**config.mk**
```make
export PLATFORM = sky130hd
export DESIGN_NAME = decodificador_display
export DESIGN_NICKNAME = d
export VERILOG_FILES = /design/src/rtl/decodificador_display.sv
export SDC_FILE = /design/constraint.sdc
export NUM_CORES = 1
export LEC_CHECK = 0
export BUFFER_PORTS_ARGS = -buffer_cell sky130_fd_sc_hd__buf_2
export CORE_ASPECT_RATIO = 0.7
export CORE_MARGIN = 1
export CORE_UTILIZATION = 30
export DETAILED_ROUTE_END_ITERATION = 8
export SYNTH_ARGS = -nofsm -noshare
export SYNTH_HDL_FRONTEND = slang
export SYNTH_SLANG_ARGS = --single-unit
```
**constraint.sdc**
```tcl
create_clock -name clk -period 3.1 [get_ports clk]
set_clock_uncertainty 0.15 [all_clocks]
set_input_delay 0.31 -clock clk [delete_from_list [all_inputs] [get_ports clk]]
set_output_delay 0.31 -clock clk [all_outputs]
set_load 0.02 [all_outputs]
```
**src/rtl/decodificador_display.sv**
```systemverilog
// ============================================================================
// decodificador_display
// ----------------------------------------------------------------------------
// Segment-data stage for a 4-digit 7-segment display. A binary value (credit
// or price) is accepted over a valid/ready handshake and converted to four BCD
// digits with an iterative shift-add-3 (double dabble), one bit per cycle. The
// finished digits are committed to a digit bank in a single cycle, so the
// display never shows a half-converted number. Values above 9999 put all four
// digits into dash mode and raise overflow.
//
// Ports
//   clk          in   1      system clock, all state on posedge
//   rst_n        in   1      asynchronous active-low reset
//   valor        in   WIDTH  binary value to display (hold until accepted)
//   valor_valid  in   1      valor is valid
//   valor_ready  out  1      block is idle and can accept a value
//   displays     in   4      one-hot anode select from the multiplexer, bit0 = units
//   segmentos    out  7      segment pattern {g,f,e,d,c,b,a}
//   overflow     out  1      committed value was above 9999 (dash mode)
//   busy         out  1      conversion in progress (inverse of valor_ready)
// ============================================================================
module decodificador_display #(
    parameter int WIDTH          = 14,
    parameter bit SEG_ACTIVE_LOW = 1'b1,
    parameter bit BLANK_LEADING  = 1'b1
) (
    input  logic             clk,
    input  logic             rst_n,
    input  logic [WIDTH-1:0] valor,
    input  logic             valor_valid,
    output logic             valor_ready,
    input  logic [3:0]       displays,
    output logic [6:0]       segmentos,
    output logic             overflow,
    output logic             busy
);

    localparam int SR_W  = 16 + WIDTH;
    localparam int CNT_W = $clog2(WIDTH + 1);
    localparam logic [CNT_W-1:0] LAST_BIT = CNT_W'(WIDTH - 1);

    typedef enum logic [1:0] {
        IDLE,
        CONVERT,
        LOAD
    } state_t;

    state_t            state;
    state_t            next_state;
    logic [SR_W-1:0]   shift_reg;
    logic [CNT_W-1:0]  bit_cnt;
    logic              dash_pend;
    logic [15:0]       bank;
    logic [15:0]       bcd_adj;
    logic              accept;
    logic              too_big;
    logic [3:0]        nz_from;
    logic              sel_valid;
    logic [1:0]        sel_idx;
    logic [3:0]        digit;
    logic [6:0]        pattern;

    // Active-high gfedcba pattern for one BCD digit.
    function automatic logic [6:0] digit_pattern(input logic [3:0] d);
        logic [6:0] p;
        case (d)
            4'd0:    p = 7'h3F;
            4'd1:    p = 7'h06;
            4'd2:    p = 7'h5B;
            4'd3:    p = 7'h4F;
            4'd4:    p = 7'h66;
            4'd5:    p = 7'h6D;
            4'd6:    p = 7'h7D;
            4'd7:    p = 7'h07;
            4'd8:    p = 7'h7F;
            4'd9:    p = 7'h6F;
            default: p = 7'h00;
        endcase
        return p;
    endfunction

    assign valor_ready = (state == IDLE);
    assign busy        = ~valor_ready;
    assign accept      = valor_valid & valor_ready;
    assign too_big     = 32'(valor) > 32'd9999;

    // State register.
    always_ff @(posedge clk or negedge rst_n) begin
        if (!rst_n) begin
            state <= IDLE;
        end else begin
            state <= next_state;
        end
    end

    // Out-of-range values skip conversion and go straight to the commit cycle.
    always_comb begin
        next_state = state;
        unique case (state)
            IDLE:    if (accept) next_state = too_big ? LOAD : CONVERT;
            CONVERT: if (bit_cnt == LAST_BIT) next_state = LOAD;
            LOAD:    next_state = IDLE;
            default: next_state = IDLE;
        endcase
    end

    // Add-3 correction on every BCD nibble that is 5 or more, applied before
    // the shift so the nibble carries correctly into the next decade.
    always_comb begin
        bcd_adj = shift_reg[SR_W-1:WIDTH];
        for (int i = 0; i < 4; i++) begin
            if (bcd_adj[4*i +: 4] >= 4'd5) begin
                bcd_adj[4*i +: 4] = bcd_adj[4*i +: 4] + 4'd3;
            end
        end
    end

    // Conversion datapath and digit bank. The bank only changes in LOAD, so
    // the previous value stays on the display for the whole conversion.
    always_ff @(posedge clk or negedge rst_n) begin
        if (!rst_n) begin
            shift_reg <= '0;
            bit_cnt   <= '0;
            dash_pend <= 1'b0;
            bank      <= '0;
            overflow  <= 1'b0;
        end else begin
            unique case (state)
                IDLE: begin
                    if (accept) begin
                        shift_reg <= {16'b0, valor};
                        bit_cnt   <= '0;
                        dash_pend <= too_big;
                    end
                end
                CONVERT: begin
                    shift_reg <= {bcd_adj, shift_reg[WIDTH-1:0]} << 1;
                    bit_cnt   <= bit_cnt + CNT_W'(1);
                end
                LOAD: begin
                    bank     <= dash_pend ? 16'h0000 : shift_reg[SR_W-1:WIDTH];
                    overflow <= dash_pend;
                end
                default: ;
            endcase
        end
    end

    // nz_from[i] is set when any digit from i up to the thousands is nonzero;
    // a clear bit means digit i is a leading zero.
    always_comb begin
        nz_from[3] = |bank[15:12];
        nz_from[2] = nz_from[3] | (|bank[11:8]);
        nz_from[1] = nz_from[2] | (|bank[7:4]);
        nz_from[0] = nz_from[1] | (|bank[3:0]);
    end

    // Segment output is purely combinational from the anode select and the
    // registered bank so it switches in step with the multiplexer.
    always_comb begin
        sel_valid = 1'b1;
        sel_idx   = 2'd0;
        case (displays)
            4'b0001: sel_idx = 2'd0;
            4'b0010: sel_idx = 2'd1;
            4'b0100: sel_idx = 2'd2;
            4'b1000: sel_idx = 2'd3;
            default: sel_valid = 1'b0;
        endcase
        digit   = bank[{sel_idx, 2'b00} +: 4];
        pattern = 7'h00;
        if (!sel_valid) begin
            pattern = 7'h00;
        end else if (overflow) begin
            pattern = 7'h40;
        end else if (BLANK_LEADING && (sel_idx != 2'd0) && !nz_from[sel_idx]) begin
            pattern = 7'h00;
        end else begin
            pattern = digit_pattern(digit);
        end
        segmentos = SEG_ACTIVE_LOW ? ~pattern : pattern;
    end

endmodule

```
==> metrics.cfg <==
[power_and_ir_drop]
p_leak_nw = 1.55
clkPwrFrac = 0.195
p_int_mw = 1.72
seq_power_share = 0.418
p_per_area_nw_per_um2 = 824
peakVddDrop_mv = 0.318
pwr-share-comb = 0.386
netSwitchingFraction = 0.412
power_switching_mw = 1.21

[layout]
antenna_cells = 0
multi_input_area_um2 = 1600
layout.nets = 413
areaGrowthSynthToFinish_pct = 14.4
drive_gt1_frac = 0.138
mostFrequentLayoutCell = nand2_1
final_cell_mix = nand2_1, dfrtp_1, o21ai_0
fillers = 1037
post-route-cell-area_um2 = 3550
final_util = 0.360
register_area_um2 = 1350
largest_reg_flops = 30

[place]
post_dp_cell_area_um2 = 3390
io_buffers = 30
gp_congestion = 0.782
dpl.hpwl_um = 4780

[global_routing]
antenna_found_initial = 0
grt_max_degree = 55
grt_use_total = 0.140
grt_pass1_vias = 2413
grt.overflow.total = 0
grt_pass1_wl_um = 11800

[floorplan]
rows = 30
die_h_um = 87.1
die_w_um = 124
core-area_um2 = 9870
ioPinCount = 31
floorplan.initialDensity = 0.315
dieArea_um2 = 10800

[clocking]
clkSlewWorstSetupHoldPaths_ns = 0.06
ctsHtreeMaxLevel = 2
root_buffer = clkbuf_16
cts_buffers = 5
clock-sinks = 54
cts_tree = done
insertion_delay_ns = 0.30
ctsLongestPathBuffers = 2
cts_resized = 0

[worst_setup_path]
crit_type = input pin to output pin
critical_path_buf_inv_count = 3
end_kind = output pin
path_cells = buf_2 > xor2_1 > o211a_1 > o221ai_1 > inv_1 > ha_1 > and2_1 > o311ai_1 > buf_2
slowest_stage = o221ai_1
crit_family = compound AO/OA/AOI/OAI gates
r2r_setup_slack_ns = 1.06
cp_common_cell = buf_2
cp_data_required_time_ns = 2.64
cp-start-kind = input pin
worstPathArrival_ns = 2.43
max_stage_delay_ns = 0.41
critical_path.max_fanout = 15

[sta]
relSlewSlack = 0.523
finalHoldViolCount = 0
setup_tns_ns = 0
fmax_ghz = 0.346
final.period_utilization = 0.932
drv_slew = 0
setup_viol = 0
rsz0062_at_grt = no
min_period_ns = 2.89
tightest_slew_ns = 0.715
fin_hold_ws_ns = 0.115

[routing]
met1_length_um = 3660
avgViaCountPerCell = 5.04
postRouteAntennaNets = 0
wl_met3_um = 262
drcViolationCount = 0
drt_pass1_iterations = 4
drt_iter0_markers = 212
route.met2.wl_um = 2910
route.top_layer_used = met4
wire_per_inst_um = 13.6
drt-total-wl_um = 6900
vias = 2549

[logic_synthesis]
yosysSeqAreaShare = 0.435
synth-main-ff-cell = dfrtp_1
synth_edf_count = 0
ys_ff_latch = 54
ys_async_sr_fraction = 1.00
avgSynthCellArea_um2 = 8.82
syn-instance-count = 352
synth_warnings = 0
synthesis.nets = 388
yosysUniqueCellTypes = 47
netlist_area_um2 = 3110

[flow_run]
drv_cap = 0

[run_status]
status = complete, no violations

[worst_hold_path]
hold_path_class = input pin to register

-- layer usage --
layer	global-route usage	vias to the layer above
li1	-	1288
met1	0.207	1215
met5	0	-
met4	0.0296	0
met2	0.205	37
met3	0.0347	9
-- through the flow --
step	setup slack [ns]	total power [mW]	cells
after floorplan	0.420	2.01	352
after global placement	0.327	2.33	497
after detailed placement	0.238	2.36	497
after CTS	0.238	2.94	506
after global routing	0.0401	3.17	506
final	0.212	2.93	506
-- worst min-delay path: cells and delay by family --
family                 cells  cell delay (ns)
buffers and inverters      1             0.10
and+or+nand+nor            1             0.05
AOI/OAI and AO/OA          1             0.07
-- area by class of cell --
cell class | count | share of cell area
Multi-Input combinational cell | 260 | 0.451
Sequential cell | 54 | 0.380
Timing Repair Buffer | 38 | 0.0634
Tap cell | 128 | 0.0451
Clock buffer | 7 | 0.0402
Inverter | 18 | 0.0190
Clock inverter | 1 | 0.00141
-- cell families (layout without fill, tap and decap cells) --
kind of cell	after synthesis	in the layout	synth area share
multiplexers	3	3	0.0101
adder cells (fa/ha/maj)	15	15	0.0604
AND/OR/NAND/NOR	124	124	0.191
XOR/XNOR	10	10	0.0282
buffers and inverters	38	64	0.0496
flip-flops	54	54	0.435
AO/OA/AOI/OAI	108	108	0.226
-- power groups by stage --
stage	registers [mW]	logic (mW)	clock network (mW)
after global placement	1.23	1.11	0
after floorplan	1.11	0.901	0
final	1.23	1.13	0.572
after CTS	1.22	1.14	0.585
after global routing	1.27	1.29	0.619
after detailed placement	1.23	1.13	0
-- final timing paths --
check | start | to | depth (start not counted)
setup reg to reg | state[1] | shift_reg[3] | 4
max in group asynchronous | rst_n | shift_reg[29] | 3
setup / recovery | displays[2] | segmentos[5] | 9
hold / removal | valor[1] | shift_reg[1] | 3
min in group asynchronous | rst_n | shift_reg[15] | 3
hold reg to reg | shift_reg[12] | shift_reg[12] | 2
-- cell usage after synthesis, drive strengths merged, types with 3 or more instances --
master,count,area (um2)
dfrtp,54,1350
nor2b,5,31.3
nor4,3,18.8
nand2,58,218
xnor2,6,52.6
clkbuf,14,52.6
nor2,16,60.1
nor3b,6,45.0
nand2b,16,100
a31oi,6,37.5
inv,18,67.6
a22oi,9,67.6
xor2,4,35.0
o211ai,5,42.5
nor3,6,30.0
nand3,8,40.0
a21oi,14,70.1
o31ai,13,103
buf,6,33.8
ha,15,188
o21ai,44,224
a22o,3,26.3
-- repair_timing --
action                                 CTS  global route
hold buffers                             1             0
setup buffers                            0             0
endpoints found under the hold margin   54             0
setup endpoints to repair                0             0
Power figures use the tool's default switching activity.
